File: config.mk
export PLATFORM = sky130hd
export DESIGN_NAME = lane_ram_be_clr
export DESIGN_NICKNAME = d
export VERILOG_FILES = /design/src/rtl/lane_ram_pkg.sv /design/src/rtl/lane_ram_clr_fsm.sv /design/src/rtl/lane_ram_be_clr.sv
export SDC_FILE = /design/constraint.sdc
export NUM_CORES = 1
export LEC_CHECK = 0
export ABC_AREA = 1
export CAP_MARGIN = 20
export CORE_UTILIZATION = 30
export CTS_CLUSTER_DIAMETER = 50
export DETAILED_ROUTE_END_ITERATION = 6
export SLEW_MARGIN = 20
export SYNTH_ARGS = -nofsm -noshare
export SYNTH_HDL_FRONTEND = slang
export SYNTH_SLANG_ARGS = --single-unit
File: constraint.sdc
create_clock -name clk -period 6.9 [get_ports clk]
set_clock_uncertainty 0.05 [all_clocks]
set_input_delay 2.07 -clock clk [delete_from_list [all_inputs] [get_ports clk]]
set_output_delay 2.07 -clock clk [all_outputs]
set_load 0.05 [all_outputs]
File: src/rtl/lane_ram_pkg.sv
// Shared types and defaults for the lane-enable RAM with clear sequencer.
package lane_ram_pkg;

   typedef enum logic {
      IDLE  = 1'b0,
      CLEAR = 1'b1
   } clr_state_t;

   localparam int LANE_W_DEF = 8;
   localparam int LANES_DEF  = 3;
   localparam int ADDR_W_DEF = 5;

   // Bit offset of lane 'lane' inside a packed word of lane_w-bit lanes.
   function automatic int lane_lsb(input int lane, input int lane_w);
      return lane * lane_w;
   endfunction

endpackage

File: src/rtl/lane_ram_clr_fsm.sv
// Clear sequencer: sweeps every RAM entry once after reset or on clr_start,
// holding busy high for exactly DEPTH cycles.
module lane_ram_clr_fsm
   import lane_ram_pkg::*;
#(
   parameter int ADDR_W = ADDR_W_DEF
) (
   input  logic              clk,
   input  logic              rst_n,
   input  logic              clr_start,
   output logic              busy,
   output logic              clr_we,
   output logic [ADDR_W-1:0] clr_addr
);

   localparam int              DEPTH = 1 << ADDR_W;
   localparam logic [ADDR_W:0] LAST  = (ADDR_W+1)'(DEPTH - 1);

   clr_state_t      state_reg, state_next;
   logic [ADDR_W:0] clr_cnt_reg, clr_cnt_next;

   always_ff @(posedge clk or negedge rst_n) begin
      if (!rst_n) begin
         state_reg   <= CLEAR;
         clr_cnt_reg <= '0;
      end else begin
         state_reg   <= state_next;
         clr_cnt_reg <= clr_cnt_next;
      end
   end

   // A request always restarts the sweep from entry 0, even mid-sweep.
   always_comb begin
      state_next   = state_reg;
      clr_cnt_next = clr_cnt_reg;
      if (clr_start) begin
         state_next   = CLEAR;
         clr_cnt_next = '0;
      end else if (state_reg == CLEAR) begin
         if (clr_cnt_reg == LAST) begin
            state_next   = IDLE;
            clr_cnt_next = '0;
         end else begin
            clr_cnt_next = clr_cnt_reg + 1'b1;
         end
      end
   end

   assign busy     = (state_reg == CLEAR);
   assign clr_we   = busy;
   assign clr_addr = clr_cnt_reg[ADDR_W-1:0];

endmodule

File: src/rtl/lane_ram_be_clr.sv
// Simple-dual-port RAM with per-lane write enables, a clear sweep and a
// registered read. Optional macro LANE_RAM_WR_FWD_EN forwards collision writes.
module lane_ram_be_clr
   import lane_ram_pkg::*;
#(
   parameter int              LANE_W  = LANE_W_DEF,
   parameter int              LANES   = LANES_DEF,
   parameter int              ADDR_W  = ADDR_W_DEF,
   parameter logic [LANE_W-1:0] CLR_VAL = '0
) (
   input  logic                    clk,
   input  logic                    rst_n,
   input  logic                    clr_start,
   output logic                    busy,
   input  logic                    wr_en,
   input  logic [ADDR_W-1:0]       wr_addr,
   input  logic [LANES*LANE_W-1:0] wr_data,
   input  logic [LANES-1:0]        wr_be,
   input  logic                    rd_en,
   input  logic [ADDR_W-1:0]       rd_addr,
   output logic [LANES*LANE_W-1:0] rd_data,
   output logic                    rd_valid
);

   localparam int DEPTH = 1 << ADDR_W;

   logic              clr_we;
   logic [ADDR_W-1:0] clr_addr;
   logic              user_wr;
   logic              user_rd;
   logic [ADDR_W-1:0] waddr;
   logic              rd_valid_reg;

   lane_ram_clr_fsm #(
      .ADDR_W (ADDR_W)
   ) u_clr_fsm (
      .clk       (clk),
      .rst_n     (rst_n),
      .clr_start (clr_start),
      .busy      (busy),
      .clr_we    (clr_we),
      .clr_addr  (clr_addr)
   );

   // User traffic is dropped outright while the sweep owns the array.
   assign user_wr = wr_en & ~busy;
   assign user_rd = rd_en & ~busy;
   assign waddr   = clr_we ? clr_addr : wr_addr;

   genvar gi;
   generate
      for (gi = 0; gi < LANES; gi++) begin : gen_lane
         logic [LANE_W-1:0] mem [DEPTH];
         logic [LANE_W-1:0] wr_lane;
         logic [LANE_W-1:0] lane_wdata;
         logic              lane_we;
         logic [LANE_W-1:0] rd_lane_next;
         logic [LANE_W-1:0] rd_lane_reg;

         assign wr_lane    = wr_data[lane_lsb(gi, LANE_W) +: LANE_W];
         assign lane_we    = clr_we | (user_wr & wr_be[gi]);
         assign lane_wdata = clr_we ? CLR_VAL : wr_lane;

         always_ff @(posedge clk) begin
            if (lane_we) begin
               mem[waddr] <= lane_wdata;
            end
         end

`ifdef LANE_RAM_WR_FWD_EN
         assign rd_lane_next = (user_wr && wr_be[gi] && (wr_addr == rd_addr)) ? wr_lane
                                                                              : mem[rd_addr];
`else
         assign rd_lane_next = mem[rd_addr];
`endif

         always_ff @(posedge clk or negedge rst_n) begin
            if (!rst_n) begin
               rd_lane_reg <= '0;
            end else if (user_rd) begin
               rd_lane_reg <= rd_lane_next;
            end
         end

         assign rd_data[lane_lsb(gi, LANE_W) +: LANE_W] = rd_lane_reg;
      end
   endgenerate

   always_ff @(posedge clk or negedge rst_n) begin
      if (!rst_n) begin
         rd_valid_reg <= 1'b0;
      end else begin
         rd_valid_reg <= user_rd;
      end
   end

   assign rd_valid = rd_valid_reg;

endmodule

== Word level (Yosys, flattened, before mapping) ==
Memory sizes are Yosys's and may differ from the RTL's. A register that Yosys moved wholly into a read port is not among the register bits.
Index checks and enable logic that the tools add are counted.
Storage, ports and cells
  register bits after elaboration: 8
  memory bits (writable): 768
  logic and storage cells: 37
  memories kept: 3
Operators by class
  add/subtract/negate cells: 1
  equal/unequal tests: 1
  multiplexer cells: 16
  bitwise gates (word level): 9
  reductions and logical operators: 4
Memories
  gen_lane[0].mem: words 32, width 8, rd ports 1, clocked after memory_dff 1, wr ports 1, line lane_ram_be_clr.sv:53  | logic [LANE_W-1:0] mem [DEPTH];
  gen_lane[1].mem: words 32, width 8, rd ports 1, clocked after memory_dff 1, wr ports 1, line lane_ram_be_clr.sv:53
  gen_lane[2].mem: words 32, width 8, rd ports 1, clocked after memory_dff 1, wr ports 1, line lane_ram_be_clr.sv:53
Operators with widths (count)
  8-bit two-way mux: 3
  6-bit two-way mux: 3
  1-bit two-way mux: 9
  6-bit by 1-bit adder with 6-bit output, second input constant: 1
  6-bit by 5-bit == test with 1-bit output, second input constant: 1
  1-bit AND: 5
  5-bit two-way mux: 1
  1-bit logical NOT: 3
  1-bit bitwise OR: 3
  2-bit nonzero test: 1
  1-bit NOT: 1

== Depth between registers and ports, before layout ==
  depth after elaboration: 6
  depth in mapped cells: 12

== Modules after synthesis ==
From an unflattened synthesis, not the netlist that was laid out.
Unflattened totals
  cell total of the unflattened synthesis: 2901
  area, all modules: 33138.0 µm²
Modules (own cells, without submodules)
  lane_ram_be_clr: times used 1, cells an instance 2852, area an instance 32722.6 µm²
  lane_ram_clr_fsm: times used 1, cells an instance 49, area an instance 415.4 µm²

== Worst setup path before layout ==
Ideal clock, no wire load.
  path kind: input -> register
  start point: input wr_addr[4]
  end point: memory gen_lane[0].mem[2][0] (netlist name), enable pin
  setup time: 383 ps
  arrival: 3257 ps
  data required time: 6467 ps
  path slack: 3210 ps
  stages on the path: 7
  path buffers: 0
  path through: o21ai_1 > inv_1 > nor2_1 > inv_1 > nor2_1 > inv_1 > nor3_1
On the way
  word-level cells in the longest chain between the ends: 1
RTL lines
  start: declaration: line lane_ram_be_clr.sv:16  | input logic [ADDR_W-1:0] wr_addr,
  5-bit two-way mux: line lane_ram_be_clr.sv:48  | assign waddr = clr_we ? clr_addr : wr_addr;
  end: declaration: line lane_ram_be_clr.sv:53
No other way between the ends.

== Worst setup path after layout ==
  start point: register u_clr_fsm.state_reg (netlist: u_clr_fsm.busy)
  end point: output busy
RTL lines
  start: declaration: line lane_ram_clr_fsm.sv:19  | clr_state_t state_reg, state_next;
  start signal: assignment: line lane_ram_clr_fsm.sv:27  | state_reg <= state_next;
  end: declaration: line lane_ram_be_clr.sv:14  | output logic busy,
No word-level cell between the ends.

==> reports/results.txt <==
min Tclk post-route: 4260 ps
post-synth cell types: 27
Cells after Synth: 2886
drt first pass iters: 5
max cap viols: 0
Hold Vio Cnt, Final: 0
Syn Area/Cell: 11.5 sq um
vias in the first global route: 20478
clk_lat worst skew: 640 ps
Core Rows: 121
DRT antenna net count: 0
buffer count from post-CTS setup fixing: 0
Req. time, crit path: 4780 ps
Leak Pwr: 13.9 nW
# setup viols final: 0
Post-DP HPWL: 52200 microns
CTS buffer count: 82
ratio of cells with drive above 1 in the final layout: 7.27%
largest net degree at the start of global routing: 150
Post-route DRC: 0
combinational fraction of design power: 5.1%
Worst setup EP type: output pin
critical-path cell list: clkdlybuf4s50_1
routed length per instance: 19.8 microns
#FFs+latches synth: 800
crit start category: flop
fin nets: 2944
Syn Std Cell Area: 33100 sq um
setup_tns: 0 ps
sequential power share: 51.9%
routed vias: 21404
DRT Wirelength: 88100 microns
Crit path max-delay family: buffers and inverters
Post-CTS Resized: 0
1st-iter DRT viols: 2072
max layer used: met4
WP buf/inv: 1
Worst Path Arrival: 2140 ps
Max clock buf depth: 3
period utilization: 61.8%
Core ar.: 109000 sq um
clock power share: 43.0%
chip width: 334 microns
H-Tree Depth: 3
Final Wtd Congestion: 0.815
wire length on met1: 36800 microns
Layout area overhead: 13.6%
Worst IR Drop VDD: 0.191 mV
slowest cell delay on critical path: 850 ps
full die area: 112000 sq um
outcome: complete, no violations
Yosys Warn Count: 0
initial core utilization: 30.4%
initial antenna violation count: 0
GRT Total Usage: 15.6%
fmax: 235 MHz
Synth top area share: 69.6%
vias per cell: 4.81
post-synthesis sequential area ratio: 72.0%
PortBufs: 67
metal3 WL: 6060 microns
met2 wire len: 42700 microns
slew margin rel.: 19.1%
critical path peak fanout: 9
actual slew at the worst max-slew pin: 1210 ps
critical path class: flop to output pin
first-pass GRT wire length: 132000 microns
Max Slew Vio Count: 0
max reg flops: 768
Total Power: 10.2 mW
syn_nets: 2929
P_int: 7.97 mW
RSZ-0062 raised after global routing: no
Hold Path Class: flop to flop
Pwr per Cell Area: 272 nW/um^2
io pins: 68
Worst path slowest cell: clkdlybuf4s50_1
Yosys top cell by area: edfxtp_1
CTS sink cnt: 800
GRT overflow: 0
P_sw: 2.27 mW
clk root buf: clkbuf_16
Clk pin slew, worst setup/hold paths: 60 ps
fill cell count: 10738
CTS tree: built
# hold bufs at CTS: 0
switch share: 22.2%
die height: 334 microns
Synth area leaders: edfxtp_1 (70%), nand2_1 (12%), nand3_1 (9.8%)
## final timing paths
| check | from | end | slack (ps) | depth (start not counted) |
|---|---|---|---|---|
| min in group asynchronous | rst_n | gen_lane[2].rd_lane_reg[7]$_DFFE_PN0P_ | 1490 | 2 |
| max | u_clr_fsm.busy$_DFF_PN1_ | busy | 2640 | 1 |
| max reg2reg | u_clr_fsm.busy$_DFF_PN1_ | gen_lane[2].mem[14][3]$_DFFE_PP_ | 3270 | 7 |
| min | u_clr_fsm.clr_cnt_reg[4]$_DFFE_PN0P_ | u_clr_fsm.clr_cnt_reg[4]$_DFFE_PN0P_ | 410 | 1 |
| min reg2reg | u_clr_fsm.clr_cnt_reg[4]$_DFFE_PN0P_ | u_clr_fsm.clr_cnt_reg[4]$_DFFE_PN0P_ | 410 | 1 |
| max in group asynchronous | rst_n | gen_lane[1].rd_lane_reg[6]$_DFFE_PN0P_ | 4860 | 2 |
## power by group through the flow
stage	logic [mW]	registers, mW	clock network [mW]
global route	0.580	5.31	4.63
floorplan	0.372	5.41	0
global placement	0.519	5.41	0
detailed placement	0.523	5.41	0
finish	0.525	5.31	4.40
CTS	0.525	5.31	4.45
## metrics by stage
step | instances | setup slack, ps | utilization (%) | hold WS, ps | cell area, sq um
2_1_floorplan | 2886 | 3210 | - | 383 | 33100
3_3_place_gp | 4291 | 1910 | 32.0 | 398 | 34900
3_5_place_dp | 4291 | 1960 | 32.0 | 403 | 34900
4_1_cts | 4445 | 2590 | 34.4 | 410 | 37600
5_1_grt | 4447 | 2470 | 34.5 | 441 | 37600
6_report | 4448 | 2640 | 34.5 | 407 | 37600
## synth_stat cells
| master | number |
|---|---|
| nand2_1 | 1051 |
| edfxtp_1 | 768 |
| nand3_1 | 651 |
| nor2_1 | 120 |
| buf_2 | 87 |
| buf_6 | 47 |
| inv_1 | 43 |
| dfrtp_1 | 31 |
| clkbuf_1 | 22 |
| buf_4 | 16 |
| nor3_1 | 13 |
| buf_1 | 7 |
| inv_2 | 5 |
| a21oi_1 | 4 |
| o21ai_0 | 4 |
| o22ai_1 | 3 |
| nor2_2 | 2 |
| o21ai_2 | 2 |
| xor2_1 | 2 |
| a21oi_2 | 1 |
| buf_8 | 1 |
| dfstp_2 | 1 |
| ha_1 | 1 |
| inv_8 | 1 |
| nor4_1 | 1 |
| o21ai_1 | 1 |
| xnor2_1 | 1 |
## cells in the final DEF, fill, tap and decap left out, types with 8 or more instances in the layout
cell type	n
edfxtp_1	768
nand3_1	651
clkbuf_1	21
clkinv_1	17
clkdlybuf4s50_1	62
nor2_1	94
nand2_1	1051
clkbuf_16	84
clkinv_2	12
buf_4	40
dfrtp_1	31
nor3_2	8
inv_1	41
nor2_2	20
nor2_4	8
## layout make-up
cell class / instances / area [sq um] / area share, %
diodes: 1 / 2.50 / 0.00665
clock buffers: 105 / 2180 / 5.80
clock inverters: 49 / 479 / 1.27
inverters: 49 / 203 / 0.539
multi-input cells: 1857 / 8020 / 21.3
flip-flops and latches: 800 / 23900 / 63.4
well taps: 1476 / 1850 / 4.91
repair buffers: 111 / 1030 / 2.73
## cells by family (layout without fill, tap and decap cells)
family	count (synthesis)	in the layout	share of synthesized area [%]
AO/OA/AOI/OAI	15	15	0.272
adder cells (fa/ha/maj)	1	1	0.0378
flip-flops	800	800	72.0
XOR/XNOR	3	3	0.0793
other	0	1	0
AND/OR/NAND/NOR	1838	1838	23.4
buffers and inverters	229	314	4.23
## metal layers
layer	track usage, %	vias up
met4	5.67	0
met5	0	-
li1	-	10042
met1	20.9	10444
met2	25.6	775
met3	2.40	143
Power figures use the tool's default switching activity.
